--- config.mk ---
export PLATFORM = sky130hd
export DESIGN_NAME = stage_3_collector
export DESIGN_NICKNAME = d
export VERILOG_FILES = /design/src/rtl/stage_3_collector_pkg.sv /design/src/rtl/stage_3_collector_fixed_to_float.sv /design/src/rtl/stage_3_collector.sv
export SDC_FILE = /design/constraint.sdc
export NUM_CORES = 1
export LEC_CHECK = 0
export BUFFER_PORTS_ARGS = -buffer_cell sky130_fd_sc_hd__buf_2
export CORE_MARGIN = 2
export CORE_UTILIZATION = 55
export DETAILED_ROUTE_END_ITERATION = 10
export HOLD_SLACK_MARGIN = 0.06
export PLACE_DENSITY = 0.76
export SYNTH_ARGS = -nofsm -noshare
export SYNTH_HDL_FRONTEND = slang
export SYNTH_SLANG_ARGS = --single-unit
--- constraint.sdc ---
create_clock -name clk -period 4.7 [get_ports clk]
set_input_delay 0.235 -clock clk [delete_from_list [all_inputs] [get_ports clk]]
set_output_delay 0.235 -clock clk [all_outputs]
set_load 0.01 [all_outputs]
--- src/rtl/stage_3_collector_pkg.sv ---
// Shared constants and types for the stage_3 collector: fixed-point input
// format, IEEE-754 single layout and the pair entry held in the FIFO.
package stage_3_collector_pkg;

    localparam int CORDIC_DATA_WIDTH = 22;
    localparam int CORDIC_FRAC_BITS  = 20;
    localparam int FLOAT_DATA_WIDTH  = 32;
    localparam int FLOAT_MANT_W      = 23;
    localparam int FLOAT_BIAS        = 127;
    localparam logic [FLOAT_DATA_WIDTH-1:0] FLOAT_ZERO = '0;

    // Pair entries buffered; must be a power of two so the pointers wrap naturally.
    localparam int FIFO_DEPTH = 4;
    localparam int PTR_W      = $clog2(FIFO_DEPTH);

    // One buffered pair: x_one (a) then x_two (b), 128 bits total.
    typedef struct packed {
        logic [FLOAT_DATA_WIDTH-1:0] a_conv;
        logic [FLOAT_DATA_WIDTH-1:0] a_sq;
        logic [FLOAT_DATA_WIDTH-1:0] b_conv;
        logic [FLOAT_DATA_WIDTH-1:0] b_sq;
    } pair_t;

endpackage

--- src/rtl/stage_3_collector_fixed_to_float.sv ---
// Combinational signed Q1.20 to IEEE-754 single conversion. The 22-bit
// magnitude fits inside the 24-bit significand, so the result is exact.
module stage_3_collector_fixed_to_float
    import stage_3_collector_pkg::*;
(
    input  logic [CORDIC_DATA_WIDTH-1:0] fixed_in,
    output logic [FLOAT_DATA_WIDTH-1:0]  float_out
);

    localparam int LEAD_W = $clog2(CORDIC_DATA_WIDTH);
    localparam int NORM_W = FLOAT_MANT_W + 1;

    logic                         sign;
    logic [CORDIC_DATA_WIDTH-1:0] mag;
    logic [LEAD_W-1:0]            lead;
    logic [LEAD_W-1:0]            shamt;
    logic [NORM_W-1:0]            norm;
    logic [7:0]                   exp_val;

    // Magnitude, leading-one detect and normalisation; -2^21 negates to
    // 0x200000, which is correct when read as unsigned.
    always_comb begin
        sign  = fixed_in[CORDIC_DATA_WIDTH-1];
        mag   = sign ? (~fixed_in + CORDIC_DATA_WIDTH'(1)) : fixed_in;
        lead  = '0;
        for (int i = 0; i < CORDIC_DATA_WIDTH; i++) begin
            if (mag[i]) begin
                lead = LEAD_W'(i);
            end
        end
        shamt   = LEAD_W'(FLOAT_MANT_W) - lead;
        norm    = NORM_W'(mag) << shamt;
        exp_val = 8'(FLOAT_BIAS + int'(lead) - CORDIC_FRAC_BITS);
        if (mag == '0) begin
            float_out = FLOAT_ZERO;
        end else begin
            float_out = {sign, exp_val, norm[FLOAT_MANT_W-1:0]};
        end
    end

endmodule

--- src/rtl/stage_3_collector.sv ---
// Collects stage_2's interleaved samples, converts the fixed-point result to
// float, pairs x_one/x_two and buffers pairs for the float summation stage.
// stage_2 cannot be stalled, so a full FIFO drops pairs and flags overflow.
module stage_3_collector
    import stage_3_collector_pkg::*;
(
    input  logic                         clk,
    input  logic                         rst,
    input  logic                         clk_en,
    input  logic [CORDIC_DATA_WIDTH-1:0] result_in,
    input  logic [FLOAT_DATA_WIDTH-1:0]  squared_in,
    input  logic                         valid_in,
    input  logic                         pipeline_cleared_in,
    input  logic                         out_ready,
    output logic                         out_valid,
    output logic [FLOAT_DATA_WIDTH-1:0]  out_a_conv,
    output logic [FLOAT_DATA_WIDTH-1:0]  out_a_sq,
    output logic [FLOAT_DATA_WIDTH-1:0]  out_b_conv,
    output logic [FLOAT_DATA_WIDTH-1:0]  out_b_sq,
    output logic                         done,
    output logic                         overflow
);

    logic [FLOAT_DATA_WIDTH-1:0] conv_float;

    logic                        conv_valid_q, conv_valid_d;
    logic [FLOAT_DATA_WIDTH-1:0] conv_data_q,  conv_data_d;
    logic [FLOAT_DATA_WIDTH-1:0] conv_sq_q,    conv_sq_d;
    logic                        half_valid_q, half_valid_d;
    logic [FLOAT_DATA_WIDTH-1:0] half_conv_q,  half_conv_d;
    logic [FLOAT_DATA_WIDTH-1:0] half_sq_q,    half_sq_d;
    logic                        seen_q,       seen_d;
    logic [PTR_W-1:0]            wr_ptr_q,     wr_ptr_d;
    logic [PTR_W-1:0]            rd_ptr_q,     rd_ptr_d;
    logic [PTR_W:0]              count_q,      count_d;
    pair_t                       last_q,       last_d;
    logic                        overflow_q,   overflow_d;
    logic                        done_q,       done_d;

    pair_t fifo_mem_q [FIFO_DEPTH];
    pair_t head;
    pair_t out_pair;
    pair_t push_data;
    logic  push_req;
    logic  push_ok;
    logic  pop;

    stage_3_collector_fixed_to_float u_f2f (
        .fixed_in  (result_in),
        .float_out (conv_float)
    );

    // Conversion stage, pairing, deferred end-of-batch flush and FIFO bookkeeping.
    always_comb begin
        conv_valid_d = conv_valid_q;
        conv_data_d  = conv_data_q;
        conv_sq_d    = conv_sq_q;
        half_valid_d = half_valid_q;
        half_conv_d  = half_conv_q;
        half_sq_d    = half_sq_q;
        seen_d       = seen_q;
        wr_ptr_d     = wr_ptr_q;
        rd_ptr_d     = rd_ptr_q;
        count_d      = count_q;
        last_d       = last_q;
        overflow_d   = overflow_q;
        done_d       = done_q;
        push_req     = 1'b0;
        push_data    = '0;

        head = fifo_mem_q[rd_ptr_q];
        pop  = clk_en && (count_q != '0) && out_ready;

        if (clk_en) begin
            conv_valid_d = valid_in;
            conv_data_d  = conv_float;
            conv_sq_d    = squared_in;
            if (conv_valid_q) begin
                if (half_valid_q) begin
                    push_req     = 1'b1;
                    push_data    = '{a_conv: half_conv_q, a_sq: half_sq_q,
                                     b_conv: conv_data_q, b_sq: conv_sq_q};
                    half_valid_d = 1'b0;
                end else begin
                    half_valid_d = 1'b1;
                    half_conv_d  = conv_data_q;
                    half_sq_d    = conv_sq_q;
                end
            end else if ((seen_q || pipeline_cleared_in) && half_valid_q && !valid_in) begin
                // Flush only once nothing else is heading for the half slot.
                push_req     = 1'b1;
                push_data    = '{a_conv: half_conv_q, a_sq: half_sq_q,
                                 b_conv: FLOAT_ZERO, b_sq: FLOAT_ZERO};
                half_valid_d = 1'b0;
            end
            if (pipeline_cleared_in) begin
                seen_d = 1'b1;
            end else if (valid_in) begin
                seen_d = 1'b0;
            end
        end

        // A full FIFO still accepts a push when the head leaves on the same edge.
        push_ok = push_req && ((count_q != (PTR_W+1)'(FIFO_DEPTH)) || pop);
        if (push_req && !push_ok) begin
            overflow_d = 1'b1;
        end
        if (push_ok) begin
            wr_ptr_d = wr_ptr_q + PTR_W'(1);
        end
        if (pop) begin
            rd_ptr_d = rd_ptr_q + PTR_W'(1);
            last_d   = head;
        end
        case ({push_ok, pop})
            2'b10:   count_d = count_q + (PTR_W+1)'(1);
            2'b01:   count_d = count_q - (PTR_W+1)'(1);
            default: count_d = count_q;
        endcase

        if (clk_en) begin
            done_d = seen_d && !conv_valid_d && !half_valid_d && (count_d == '0);
        end
    end

    // State registers; clk_en low is handled by the hold defaults above.
    always_ff @(posedge clk) begin
        if (rst) begin
            conv_valid_q <= 1'b0;
            conv_data_q  <= '0;
            conv_sq_q    <= '0;
            half_valid_q <= 1'b0;
            half_conv_q  <= '0;
            half_sq_q    <= '0;
            seen_q       <= 1'b0;
            wr_ptr_q     <= '0;
            rd_ptr_q     <= '0;
            count_q      <= '0;
            last_q       <= '0;
            overflow_q   <= 1'b0;
            done_q       <= 1'b0;
        end else begin
            conv_valid_q <= conv_valid_d;
            conv_data_q  <= conv_data_d;
            conv_sq_q    <= conv_sq_d;
            half_valid_q <= half_valid_d;
            half_conv_q  <= half_conv_d;
            half_sq_q    <= half_sq_d;
            seen_q       <= seen_d;
            wr_ptr_q     <= wr_ptr_d;
            rd_ptr_q     <= rd_ptr_d;
            count_q      <= count_d;
            last_q       <= last_d;
            overflow_q   <= overflow_d;
            done_q       <= done_d;
        end
    end

    // Pair storage; contents need no reset because the count gates visibility.
    always_ff @(posedge clk) begin
        if (!rst && push_ok) begin
            fifo_mem_q[wr_ptr_q] <= push_data;
        end
    end

    // Outputs present the FIFO head, or the last popped pair while empty.
    always_comb begin
        out_valid  = (count_q != '0);
        out_pair   = out_valid ? head : last_q;
        out_a_conv = out_pair.a_conv;
        out_a_sq   = out_pair.a_sq;
        out_b_conv = out_pair.b_conv;
        out_b_sq   = out_pair.b_sq;
        done       = done_q;
        overflow   = overflow_q;
    end

endmodule

* Word level (Yosys, flattened, before mapping)
Memory sizes are Yosys's and may differ from the RTL's. A register that Yosys moved wholly into a read port is not among the register bits. Index checks and enable logic that the tools add are counted.
Operators by class: shifts and indexed selects 1, bitwise operators 2, add/sub/neg operators 8, eq/ne operators 3, reductions and logical operators 21, multiplexer cells 45
Operator list (count):
- $mux W128 | 5
- $mux W32 | 1
- $mux W4 | 8
- $mux W5 | 6
- $shl A22 B5 Y23 | 1
- $add A22 B1 Y22 const B | 1
- $logic_not A22 Y1 | 1
- $mux W22 | 1
- $not A22 Y22 | 1
- $mux W1 | 15
- $mux W3 | 4
- $logic_and A1 B1 Y1 | 10
- $add A7 B5 Y8 const A | 1
- $mux W2 | 4
- $sub A8 B6 Y8 const B | 1
- $pmux W3 S2 | 1
- $logic_not A1 Y1 | 5
- $sub A5 B5 Y5 const A | 1
- $add A2 B1 Y2 const B | 2
- $add A3 B1 Y3 const B | 1
- $logic_not A3 Y1 | 1
- $ne A3 B3 Y1 const B | 1
- $reduce_and A3 Y1 | 1
- $reduce_bool A3 Y1 | 1
- other kinds (5) | 6
Word-level totals: bits in writable memories 512, output and inout port bits 131, memories kept 1, word-level logic and storage cells 97, input bits 60, register bits after elaboration 268
Memories:
- fifo_mem_q | depth 4, width 128, read ports 1, clocked after memory_dff 1, wr ports 1, line stage_3_collector.sv:40 | pair_t fifo_mem_q [FIFO_DEPTH];

* Depth between registers and ports, before layout
word-level depth 27, gate-level depth with buffers 17, mapped depth without buffers 14

* Cells and area by module
Synthesis repeated with hierarchy kept, for this count alone.
Unflattened totals: cells, all modules 2382, area total of the unflattened synthesis 32321.0 µm²
By module, submodules not included:
- stage_3_collector | cells each 2069, area each 30216.5 µm², sequential area each 20779.9 µm², times used 1
- stage_3_collector_fixed_to_float | cells each 313, area each 2104.5 µm², sequential area each 0.0 µm², times used 1

* Worst setup path before layout
Ideal clock, no wire load.
kind register -> register, start point register seen_q, end point memory fifo_mem_q[0][0] in the netlist's numbering, enable pin, clock period less this slack 4.510 ns, buffers on the path 0, arrival 4.007 ns, data required time 4.197 ns, slack 0.190 ns, library setup time 0.503 ns, stages on the path, launching flop included 8, path through dfxtp_1 -> nor2_1 -> nor2_1 -> o21ai_0 -> nor2_1 -> nand2_1 -> nor2_1 -> and2_1
On the way: longest elaborated chain between the ends 10
RTL lines:
- start: declaration | line stage_3_collector.sv:32 | logic seen_q, seen_d;
- start signal: assignment | line stage_3_collector.sv:149 | seen_q <= seen_d;
- $logic_or A1 B1 Y1 | line stage_3_collector.sv:89 | end else if ((seen_q || pipeline_cleared_in) && half_valid_q && !valid_in) begin
- $logic_and A1 B1 Y1 (2 in series) | line stage_3_collector.sv:89
- $mux W1 | line stage_3_collector.sv:89
- $mux W1 | line stage_3_collector.sv:78 | if (conv_valid_q) begin
- $mux W1 | line stage_3_collector.sv:74 | if (clk_en) begin
- $logic_and A1 B1 Y1 | line stage_3_collector.sv:104 | push_ok = push_req && ((count_q != (PTR_W+1)'(FIFO_DEPTH)) || pop);
- $logic_and A1 B1 Y1 | line stage_3_collector.sv:161 | if (!rst && push_ok) begin
- $mux W1 | line stage_3_collector.sv:161
- $mux W1 (implied by the code) | line stage_3_collector.sv:162 | fifo_mem_q[wr_ptr_q] <= push_data;
- end: declaration | line stage_3_collector.sv:40
Every way passes these cells.

* Worst setup path in the final report
start point input result_in[0], end point register conv_data_q[14]
On the way: longest elaborated chain between the ends 27, elaborated cells on any way between the ends 28, classes of those cells add/sub: 2; shift: 1; mux: 23; bitwise: 1; reduce/logical: 1
RTL lines:
- start: declaration | line stage_3_collector.sv:10 | input logic [CORDIC_DATA_WIDTH-1:0] result_in,
- $not A22 Y22 | line stage_3_collector_fixed_to_float.sv:24 | mag = sign ? (~fixed_in + CORDIC_DATA_WIDTH'(1)) : fixed_in;
- $add A22 B1 Y22 | line stage_3_collector_fixed_to_float.sv:24
- $mux W22 (*) | line stage_3_collector_fixed_to_float.sv:24
- $mux W1 | line stage_3_collector_fixed_to_float.sv:27 | if (mag[i]) begin
- $mux W2 (2 in series) | line stage_3_collector_fixed_to_float.sv:27
- $mux W3 (4 in series) | line stage_3_collector_fixed_to_float.sv:27
- $mux W4 (8 in series) | line stage_3_collector_fixed_to_float.sv:27
- $mux W5 (6 in series) | line stage_3_collector_fixed_to_float.sv:27
- $sub A5 B5 Y5 | line stage_3_collector_fixed_to_float.sv:31 | shamt = LEAD_W'(FLOAT_MANT_W) - lead;
- $shl A22 B5 Y23 | line stage_3_collector_fixed_to_float.sv:32 | norm = NORM_W'(mag) << shamt;
- $mux W32 (*) | line stage_3_collector_fixed_to_float.sv:34 | if (mag == '0) begin
- end signal: assignment | line stage_3_collector.sv:144 | conv_data_q <= conv_data_d;
- end: declaration | line stage_3_collector.sv:27 | logic [FLOAT_DATA_WIDTH-1:0] conv_data_q, conv_data_d;
Every way passes the cells marked *; elsewhere a longest branch is shown, timed or not. A chain may end at the register's enable or synchronous reset.

==> flow_metrics.py <==
metrics = {
    "outcome": {
        "status": "completed",
    },
    "floorplanning": {
        "die-width_um": 248,
        "io_pins": 191,
        "die_y_um": 248,
        "start_util_pct": 55.5,
        "die-area_mm2": 0.0613,
        "fp-row-count": 89,
        "core_mm2": 0.0588,
    },
    "detailed_routing": {
        "top_layer": "met4",
        "drt.antenna.violating_nets": 0,
        "drc": 0,
        "wirelength_mm": 79.7,
        "wl_met2_mm": 40.9,
        "met3WireLength_mm": 4.57,
        "viasPerCell": 5.97,
        "first_pass_iters": 7,
        "routedWlPerCell_um": 23.0,
        "drt-initial-drc-count": 1743,
        "via_count": 20703,
        "met1Wirelength_mm": 31.3,
    },
    "sta": {
        "post-route-period-util_pct": 77.9,
        "rsz0062_at_grt": "false",
        "setup_viol": 0,
        "tns_ns": 0,
        "fin_skew_ns": 0.0247,
        "relSlewSlack_pct": 33.3,
        "tightest_slew_ns": 1.00,
        "fmax_mhz": 273,
        "hold-worst-slack_ns": 0.114,
        "slew_viol_final": 0,
        "finalHoldViolCount": 0,
        "min_period_ns": 3.66,
    },
    "yosys": {
        "synth-async-reset-ratio_pct": 0,
        "synth.net_count": 2515,
        "syn_area_per_cell_um2": 13.3,
        "synth_warnings": 0,
        "synth_edf_count": 512,
        "synth-seq-area-share_pct": 63.7,
        "synthesis.instances": 2445,
        "ys_ff_latch": 782,
        "synth_top_cells_by_area": "edfxtp_1, dfxtp_1, mux4_2",
        "ys_types": 90,
        "synth.most_common_cell": "edfxtp_1",
        "synth_top_cell_area_share_pct": 47.1,
        "synth_top_area_cell": "edfxtp_1",
        "syn_area_mm2": 0.0326,
        "synth_top_flop_cell": "edfxtp_1",
        "synth_common_cells": "edfxtp_1, nand2_1, dfxtp_1",
    },
    "critical_path": {
        "cp_max_fo": 9,
        "cpMaxStageDelayCell": "ha_1",
        "cp-end-kind": "register",
        "crit_type": "in -> reg",
        "rr_worst_depth": 6,
        "crit_end": "conv_data_q[14]",
        "timing.rr.start": "count_q[0]",
        "cp.required_ns": 5.22,
        "crit_start": "result_in[0]",
        "slowest_delay_ns": 0.48,
        "startpoint_type": "input port",
        "crit_chain": "buf_2 -> inv_1 -> ha_1 -> buf_4 -> or3b_2 -> o41ai_1 -> nand2_1 -> nor4_4 -> nand2b_1 -> nor2b_1 -> ha_1 -> and2_1 -> nand2_1 -> o211ai_1",
        "ff2ff_setup_slack_ns": 1.60,
        "critPathArrivalTime_ns": 4.18,
        "r2r_end": "last_q[113]",
    },
    "placed_design": {
        "port_buffers": 190,
        "dp_hpwl_mm": 51.0,
        "gp_congestion": 0.918,
        "placed_area_mm2": 0.0344,
        "dp.cells": 3289,
    },
    "clock_tree": {
        "cts_setup_buffers": 0,
        "clockBufferDepth": 3,
        "cts_resized": 0,
        "cts_inserted_buffers": 77,
        "cts.sinks": 782,
        "htreeDepth": 3,
        "cts.reportedPaths.clkPinSlew_ns": 0.06,
        "clockRootBuffer": "clkbuf_16",
        "postCtsHoldBufs": 35,
        "clk_latency_ns": 0.62,
        "tritoncts": "built",
    },
    "power_and_ir_drop": {
        "leakage_nw": 12.5,
        "finalPower_mw": 14.9,
        "ir_drop_mv": 0.277,
        "p_per_area_mw_per_mm2": 398,
    },
    "final_layout": {
        "n_fill_cell": 4188,
        "multi_input_area_mm2": 0.0111,
        "syn_to_final_growth_pct": 14.3,
        "seq_area_mm2": 0.0208,
        "fin_cells": 3470,
        "fin_area_mm2": 0.0373,
        "drive_gt1_share_pct": 24.3,
        "fin_nets": 2700,
    },
    "flow_run": {
        "maxCapViolCount": 0,
    },
    "grt": {
        "grt_pass1_vias": 20596,
        "grt_max_degree": 77,
        "antenna_found_initial": 1,
        "grt_overflow": 0,
        "grt_pass1_wl_mm": 120,
        "grt_use_total_pct": 26.0,
    },
    "min_path": {
        "hold_path.class": "in -> reg",
    },
}
flip-flops by register name, summed over array words and instances, names as in the netlist, named ones only:
register / flops
fifo_mem_q: 512
last_q: 128
conv_data_q: 32
conv_sq_q: 32
half_conv_q: 32
half_sq_q: 32
count_q: 3
rd_ptr_q: 2
wr_ptr_q: 2
conv_valid_q: 1
done: 1
half_valid_q: 1
overflow: 1
seen_q: 1
per-stage QoR:
step	util (%)	setup slack (ns)
floorplan	-	0.190
global placement	58.5	0.560
detailed placement	58.5	0.510
CTS	63.4	1.07
global route	63.4	0.828
finish	63.4	1.04
where the power goes:
part / internal [mW] / switching (mW) / total [mW]
registers: 7.33 / 0.117 / 7.44
clock network: 3.58 / 2.54 / 6.12
logic: 0.547 / 0.742 / 1.29
worst min path at each step:
stage / from / endpoint / slack (ns) / cells after the start
global placement: last_q[16] / last_q[16] / 0.44 / 2
floorplan: squared_in[0] / conv_sq_q[0] / 0.38 / 2
detailed placement: half_sq_q[12] / half_sq_q[12] / 0.44 / 2
finish: clk_en / conv_sq_q[1] / 0.11 / 3
global route: clk_en / conv_sq_q[1] / 0.10 / 3
CTS: clk_en / conv_sq_q[1] / 0.08 / 3
worst max-delay path: cells and delay by family:
family | cells | cell delay (ns)
AO/OA/AOI/OAI | 2 | 0.65
adder cells (fa/ha/maj) | 2 | 0.69
buffers and inverters | 3 | 0.48
AND/OR/NAND/NOR | 7 | 2.13
metal layers:
metal  GRT usage, %  vias up
li1               -     9386
met1           32.6    10404
met2           45.6      769
met3           3.70      144
met4           10.5        0
met5              0        -
cells by family after synthesis:
logic type	after synthesis	synth area share (%)
and+or+nand+nor	756	10.5
xor gates and xnor gates	30	0.875
buffers and inverters	186	2.32
adders and majority gates	10	0.407
AOI/OAI and AO/OA	371	7.25
muxes	310	14.9
DFF	782	63.7
final cells by class:
| cell class | instances | share of cell area (%) |
|---|---|---|
| clock inverter | 31 | 0.755 |
| sequential | 782 | 55.7 |
| multi-input combinational | 1477 | 29.9 |
| antenna | 2 | 0.0134 |
| timing repair buffer | 273 | 4.78 |
| tap | 773 | 2.59 |
| clock buffer | 113 | 6.07 |
| inverter | 19 | 0.191 |
cell usage in the layout (no fill, tap or decap), drive strengths merged, types with 13 or more instances in the layout:
cell type / instances
o211ai: 23
buf: 237
clkinv: 23
mux2: 133
nand2: 434
o21ai: 26
nor3: 15
edfxtp: 512
mux2i: 49
nor2: 91
dfxtp: 270
and2: 135
xnor2: 17
dlygate4sd3: 35
nand3: 26
xor2: 13
mux4: 128
clkbuf: 114
a21oi: 220
inv: 20
Power figures use the tool's default switching activity.
